--- src/rtl/blackjack_autoplayer.sv ---
`timescale 1ns/1ps
// Autonomous blackjack player: bets, deals, plays a fixed hit/stand/double
// strategy against the game core's button interface and keeps round statistics.
module blackjack_autoplayer #(
  parameter int unsigned BET           = 4,
  parameter int unsigned HIT_THRESHOLD = 17,
  parameter int unsigned SETTLE        = 2,
  parameter int unsigned TIMEOUT       = 255,
  parameter int unsigned MAX_ROUNDS    = 0
) (
  input  logic       clk,
  input  logic       reset,
  input  logic       enable,
  input  logic [5:0] player_current_score,
  input  logic [5:0] dealer_current_score,
  input  logic [4:0] current_coin,
  input  logic       can_split,
  input  logic       Win,
  input  logic       Lose,
  input  logic       Draw,
  output logic       next,
  output logic       hit,
  output logic       stand,
  output logic       double,
  output logic       split,
  output logic       bet_8,
  output logic       bet_4,
  output logic       bet_2,
  output logic       bet_1,
  output logic       busy,
  output logic       halted,
  output logic       timeout_err,
  output logic [7:0] rounds_played,
  output logic [7:0] rounds_won
);

  localparam int unsigned SCORE_W = 6;
  localparam int unsigned BET_W   = 4;
  localparam int unsigned CNT_W   = 8;
  localparam int unsigned ST_W    = 4;

  localparam logic [ST_W-1:0]    SETTLE_LD = ST_W'(SETTLE);
  localparam logic [BET_W-1:0]   BET_REQ   = BET_W'(BET);
  localparam logic [SCORE_W-1:0] HIT_LIM   = SCORE_W'(HIT_THRESHOLD);
  localparam logic [CNT_W-1:0]   TMO_LAST  = CNT_W'(TIMEOUT - 1);
  localparam logic [CNT_W-1:0]   MAX_CNT   = CNT_W'(MAX_ROUNDS);
  localparam bit                 MAX_EN    = (MAX_ROUNDS != 0);

  typedef enum logic [3:0] {
    S_IDLE, S_BET, S_COMMIT, S_DEAL, S_DECIDE,
    S_ACT_WAIT, S_RESULT_WAIT, S_RESULT, S_ACK, S_HALT
  } state_t;

  state_t             r_state, w_state_nx;
  logic [ST_W-1:0]    r_st, w_st_nx;
  logic [CNT_W-1:0]   r_tmr, w_tmr_nx;
  logic [CNT_W-1:0]   r_played, w_played_nx;
  logic [CNT_W-1:0]   r_won, w_won_nx;
  logic [BET_W-1:0]   r_bet, w_bet_nx, w_bet_pick;
  logic               r_first, w_first_nx;
  logic               r_terr, w_terr_nx;
  logic               w_next_nx, w_hit_nx, w_stand_nx, w_double_nx;
  logic               w_active_nx, w_result, w_stop, w_st_done;
  logic               w_unused;

  assign w_unused   = can_split;
  assign w_result   = Win | Lose | Draw;
  assign w_st_done  = (r_st == '0);
  assign w_bet_pick = (current_coin < {1'b0, BET_REQ}) ? current_coin[BET_W-1:0] : BET_REQ;
  assign w_stop     = (MAX_EN && (r_played == MAX_CNT)) || (current_coin == '0);

  // Next state, settle/timeout timers, strategy and button pulses
  always_comb begin
    w_state_nx  = r_state;
    w_st_nx     = w_st_done ? r_st : r_st - ST_W'(1);
    w_tmr_nx    = '0;
    w_bet_nx    = r_bet;
    w_first_nx  = r_first;
    w_terr_nx   = r_terr;
    w_played_nx = r_played;
    w_won_nx    = r_won;
    w_next_nx   = 1'b0;
    w_hit_nx    = 1'b0;
    w_stand_nx  = 1'b0;
    w_double_nx = 1'b0;
    case (r_state)
      S_IDLE: begin
        if (current_coin == '0) begin
          w_state_nx = S_HALT;
        end else if (enable) begin
          w_state_nx = S_BET;
          w_bet_nx   = w_bet_pick;
        end
      end
      S_BET: begin
        w_state_nx = S_COMMIT;
        w_next_nx  = 1'b1;
        w_st_nx    = SETTLE_LD;
      end
      S_COMMIT: begin
        if (w_st_done) begin
          w_state_nx = S_DEAL;
          w_next_nx  = 1'b1;
          w_st_nx    = SETTLE_LD;
          w_first_nx = 1'b1;
        end
      end
      S_DEAL: begin
        if (w_st_done) w_state_nx = S_DECIDE;
      end
      S_DECIDE: begin
        if (w_result) begin
          w_state_nx = S_RESULT;
        end else if (player_current_score > 6'd21) begin
          w_state_nx = S_RESULT_WAIT;
        end else if (r_first && (player_current_score == 6'd10 || player_current_score == 6'd11)
                     && (current_coin >= {1'b0, r_bet})) begin
          w_state_nx  = S_RESULT_WAIT;
          w_double_nx = 1'b1;
          w_st_nx     = SETTLE_LD;
        end else if ((player_current_score < HIT_LIM)
                     && !(player_current_score >= 6'd13 && dealer_current_score <= 6'd6)) begin
          w_state_nx = S_ACT_WAIT;
          w_hit_nx   = 1'b1;
          w_st_nx    = SETTLE_LD;
          w_first_nx = 1'b0;
        end else begin
          w_state_nx = S_RESULT_WAIT;
          w_stand_nx = 1'b1;
          w_st_nx    = SETTLE_LD;
        end
      end
      S_ACT_WAIT: begin
        if (w_st_done) w_state_nx = S_DECIDE;
      end
      // Result levels are only trusted once the last pulse has settled
      S_RESULT_WAIT: begin
        if (w_st_done && w_result) begin
          w_state_nx = S_RESULT;
        end else if (r_tmr == TMO_LAST) begin
          w_state_nx = S_HALT;
          w_terr_nx  = 1'b1;
        end else begin
          w_tmr_nx = r_tmr + CNT_W'(1);
        end
      end
      S_RESULT: begin
        w_played_nx = (r_played == '1) ? r_played : r_played + CNT_W'(1);
        if (Win && (r_won != '1)) w_won_nx = r_won + CNT_W'(1);
        w_state_nx = S_ACK;
        w_next_nx  = 1'b1;
        w_st_nx    = SETTLE_LD;
      end
      S_ACK: begin
        if (w_st_done) begin
          if (w_stop) begin
            w_state_nx = S_HALT;
          end else if (enable) begin
            w_state_nx = S_BET;
            w_bet_nx   = w_bet_pick;
          end else begin
            w_state_nx = S_IDLE;
          end
        end
      end
      S_HALT: w_state_nx = S_HALT;
      default: w_state_nx = S_IDLE;
    endcase
    w_active_nx = !((w_state_nx == S_IDLE) || (w_state_nx == S_HALT));
  end

  // State and registered outputs
  always_ff @(posedge clk or negedge reset) begin
    if (!reset) begin
      r_state     <= S_IDLE;
      r_st        <= '0;
      r_tmr       <= '0;
      r_played    <= '0;
      r_won       <= '0;
      r_bet       <= '0;
      r_first     <= 1'b0;
      r_terr      <= 1'b0;
      next        <= 1'b0;
      hit         <= 1'b0;
      stand       <= 1'b0;
      double      <= 1'b0;
      busy        <= 1'b0;
      halted      <= 1'b0;
      {bet_8, bet_4, bet_2, bet_1} <= '0;
    end else begin
      r_state     <= w_state_nx;
      r_st        <= w_st_nx;
      r_tmr       <= w_tmr_nx;
      r_played    <= w_played_nx;
      r_won       <= w_won_nx;
      r_bet       <= w_bet_nx;
      r_first     <= w_first_nx;
      r_terr      <= w_terr_nx;
      next        <= w_next_nx;
      hit         <= w_hit_nx;
      stand       <= w_stand_nx;
      double      <= w_double_nx;
      busy        <= w_active_nx;
      halted      <= (w_state_nx == S_HALT);
      {bet_8, bet_4, bet_2, bet_1} <= w_active_nx ? w_bet_nx : '0;
    end
  end

  assign split         = 1'b0;
  assign timeout_err   = r_terr;
  assign rounds_played = r_played;
  assign rounds_won    = r_won;

endmodule
--- config.mk ---
export PLATFORM = sky130hd
export DESIGN_NAME = blackjack_autoplayer
export DESIGN_NICKNAME = d
export VERILOG_FILES = /design/src/rtl/blackjack_autoplayer.sv
export SDC_FILE = /design/constraint.sdc
export NUM_CORES = 1
export LEC_CHECK = 0
export CORE_MARGIN = 1
export CORE_UTILIZATION = 46
export CTS_CLUSTER_SIZE = 25
export DETAILED_ROUTE_END_ITERATION = 12
export GPL_TIMING_DRIVEN = 0
export HOLD_SLACK_MARGIN = 0.12
export PLACE_DENSITY = 0.76
export SETUP_SLACK_MARGIN = 0.05
export SYNTH_ARGS = -nofsm -noshare
export SYNTH_HDL_FRONTEND = slang
export SYNTH_SLANG_ARGS = --single-unit
--- constraint.sdc ---
create_clock -name clk -period 2.6 [get_ports clk]
set_input_delay 0.39 -clock clk [delete_from_list [all_inputs] [get_ports clk]]
set_output_delay 0.39 -clock clk [all_outputs]
set_load 0.01 [all_outputs]
==> impl_metrics.ini <==
[floorplanning]
start_util_pct = 47.8
fp.dieW_um = 74.9
die_h_um = 74.9
rows = 26
core_um2 = 5110
die_area_um2 = 5610
io_pins = 52

[global_routing]
antenna_found_initial = 0
grt_pass1_wl_mm = 8.34
grt_max_degree = 26
grt_pass1_vias = 1902
track_usage_pct = 19.6
gr-total-overflow = 0

[clocking]
root_buffer = clkbuf_8
cts.sinks = 48
cts_buffers = 5
clk_pin_slew_ns = 0.09
cts-htree-levels = 2
cts_tree = built
clk_latency_ns = 0.30
clockBufferDepth = 2

[timing]
tightest_slew_ns = 0.610
rsz0062_at_grt = true
setup_viol = 0
finalMaxSlewViolations = 0
fmax_mhz = 386
finalCritPeriodShare_pct = 99.6
final_hold_viol_count = 0
timing.final.crit_period_ns = 2.59
worst_hold_slack_ns = 0.470
clock_skew_ns = 0.00910
slew_headroom_pct = 59.2

[placement]
gp_congestion = 0.807
placed_area_um2 = 3040
dpl.cell_count = 366
hpwlAfterDp_mm = 3.53
portBuffers = 49

[yosys]
synth_seq_cells = 48
yosys_warnings = 0
seq_area_frac_synth_pct = 49.2
synthCells = 246
synth_edf_count = 0
synthFlopType = dfrtp_1
synthArstFlopShare_pct = 100
synth_cell_types = 49
synth.avg_cell_area_um2 = 9.93
synthesis.area_um2 = 2440
syn_nets = 280

[pwr]
p_leak_uw = 0.00142
power_density_nw_per_um2 = 783
p_sw_share_pct = 35.5
ir_drop_mv = 0.521
combPwrFrac_pct = 45.5
p_sw_uw = 925
p_int_uw = 1680
finalPower_uw = 2610
seqPwrFrac_pct = 38.3
clkPwrFrac_pct = 16.2

[critical_path]
critPathKind = flop to flop
start_kind = flop
worstPathArrival_ns = 2.79
cp_slowest_cell = or4_4
cp_cell_sequence = inv_2, ha_4, nor3b_4, inv_4, o21ai_2, a21boi_2, or3_4, or4_4, and2_4, o21a_1
crit_path_max_fanout = 5
cp_slowest_stage_delay_ns = 0.55
end_kind = flop
worstPathRequired_ns = 2.80

[route]
drt-total-wl_mm = 5.22
num_vias = 2016
antenna_left = 0
remaining_drc_errors = 0
wl_per_cell_um = 13.5
drt_first_pass_iters = 4
first_iter_violations = 54
viasPerCell = 5.22

[finish]
stdcell_count = 386
layout_common_cells = dfrtp_1, clkdlybuf4s50_1, nor2_1, nand2_1, inv_1
design_area_um2 = 3330
nNetsFinal = 350
drive_gt1_share_pct = 17.1
antenna_cells = 0
area_growth_pct = 36.3
final_util_pct = 65.2

[status]
status = completed

[hold_path]
hp-class = flop to flop

[run]
timing.max_cap.violations = 0
## timing repair
action | CTS | global route
setup buffers | 8 | 4
setup endpoints to repair | 5 | 8
resized for setup | 15 | 11
hold buffers | 1 | 0
pin swaps | 9 | 6
endpoints found under the hold margin | 23 | 0
## area by class of cell
type / count / area [µm²]
Buffer: 7 / 37.5
Clock buffer: 6 / 72.6
Clock inverter: 1 / 5.00
Fill cell: 429 / 1780
Inverter: 16 / 62.6
Multi-Input combinational cell: 175 / 1250
Sequential cell: 48 / 1200
Tap cell: 70 / 87.6
Timing Repair Buffer: 63 / 609
## critical path: cells and delay by family (launching register included)
kind	cells	cell delay, ns
buf+inv	2	0.16
fa+ha+maj	1	0.13
simple gates	4	1.40
flops	1	0.40
compound gates	3	0.40
## kinds of logic (layout without fill, tap and decap cells)
group,after synthesis,after routing,share of synthesized area [%]
AO/OA/AOI/OAI,43,43,11.8
multiplexers,3,3,1.38
flip-flops,48,48,49.2
adder cells (fa/ha/maj),10,10,5.12
XOR/XNOR,20,20,7.17
other,1,1,0.153
buffers and inverters,23,93,3.84
AND/OR/NAND/NOR,98,98,21.4
## cells in the mapped netlist, drive strengths merged (3+ instances only)
master	instances	area [µm²]
a211oi	6	50.1
a21oi	12	60.1
and2	4	27.5
and3	4	25.0
clkbuf	5	18.8
dfrtp	48	1200
ha	10	125
inv	16	62.6
mux2	3	33.8
nand2	17	63.8
nand3	11	55.1
nand4	6	37.5
nor2	23	86.3
nor2b	3	18.8
nor3	11	55.1
o21ai	7	38.8
or2	4	25.0
or3	4	30.0
or4	3	26.3
xnor2	11	96.3
xor2	9	78.8
## sequential cells by signal (all words and copies together) (netlist names), 4 cells and up
register,cells
r_tmr,8
rounds_played,8
rounds_won,8
r_bet,4
r_st,4
r_state,4
## power by group through the flow
stage	clock network, µW	logic (µW)	registers, µW
2_1_floorplan	0	582	1020
3_3_place_gp	0	886	1010
3_5_place_dp	0	912	1010
4_1_cts	433	1060	997
5_1_grt	458	1310	1020
6_report	423	1190	999
## metal layers
metal,vias up,track usage (%),wire length [µm]
li1,992,-,-
met1,972,24.2,2240
met2,45,34.0,2640
met3,7,4.82,283
met4,0,5.66,59
met5,-,0,0
## path summary, 6_finish.rpt
path,depth (start not counted),slack (ns),startpoint,endpoint
setup reg to reg,10,0.01,r_st[1],bet_1
min in group asynchronous,2,0.61,reset,r_tmr[2]
hold / removal,1,0.47,timeout_err,timeout_err
max in group asynchronous,3,1.47,reset,r_state[2]
hold reg to reg,1,0.47,timeout_err,timeout_err
setup / recovery,10,0.01,r_st[1],bet_1
## per-stage QoR
step	setup WS, ns	TNS, ns
after global placement	-0.578	-12.09
after CTS	0.0529	0
final	0.0109	0
after global routing	-0.0694	-0.219
after floorplan	0.106	0
after detailed placement	-0.597	-2.89
Note: power is estimated with default switching activity, not from simulation.
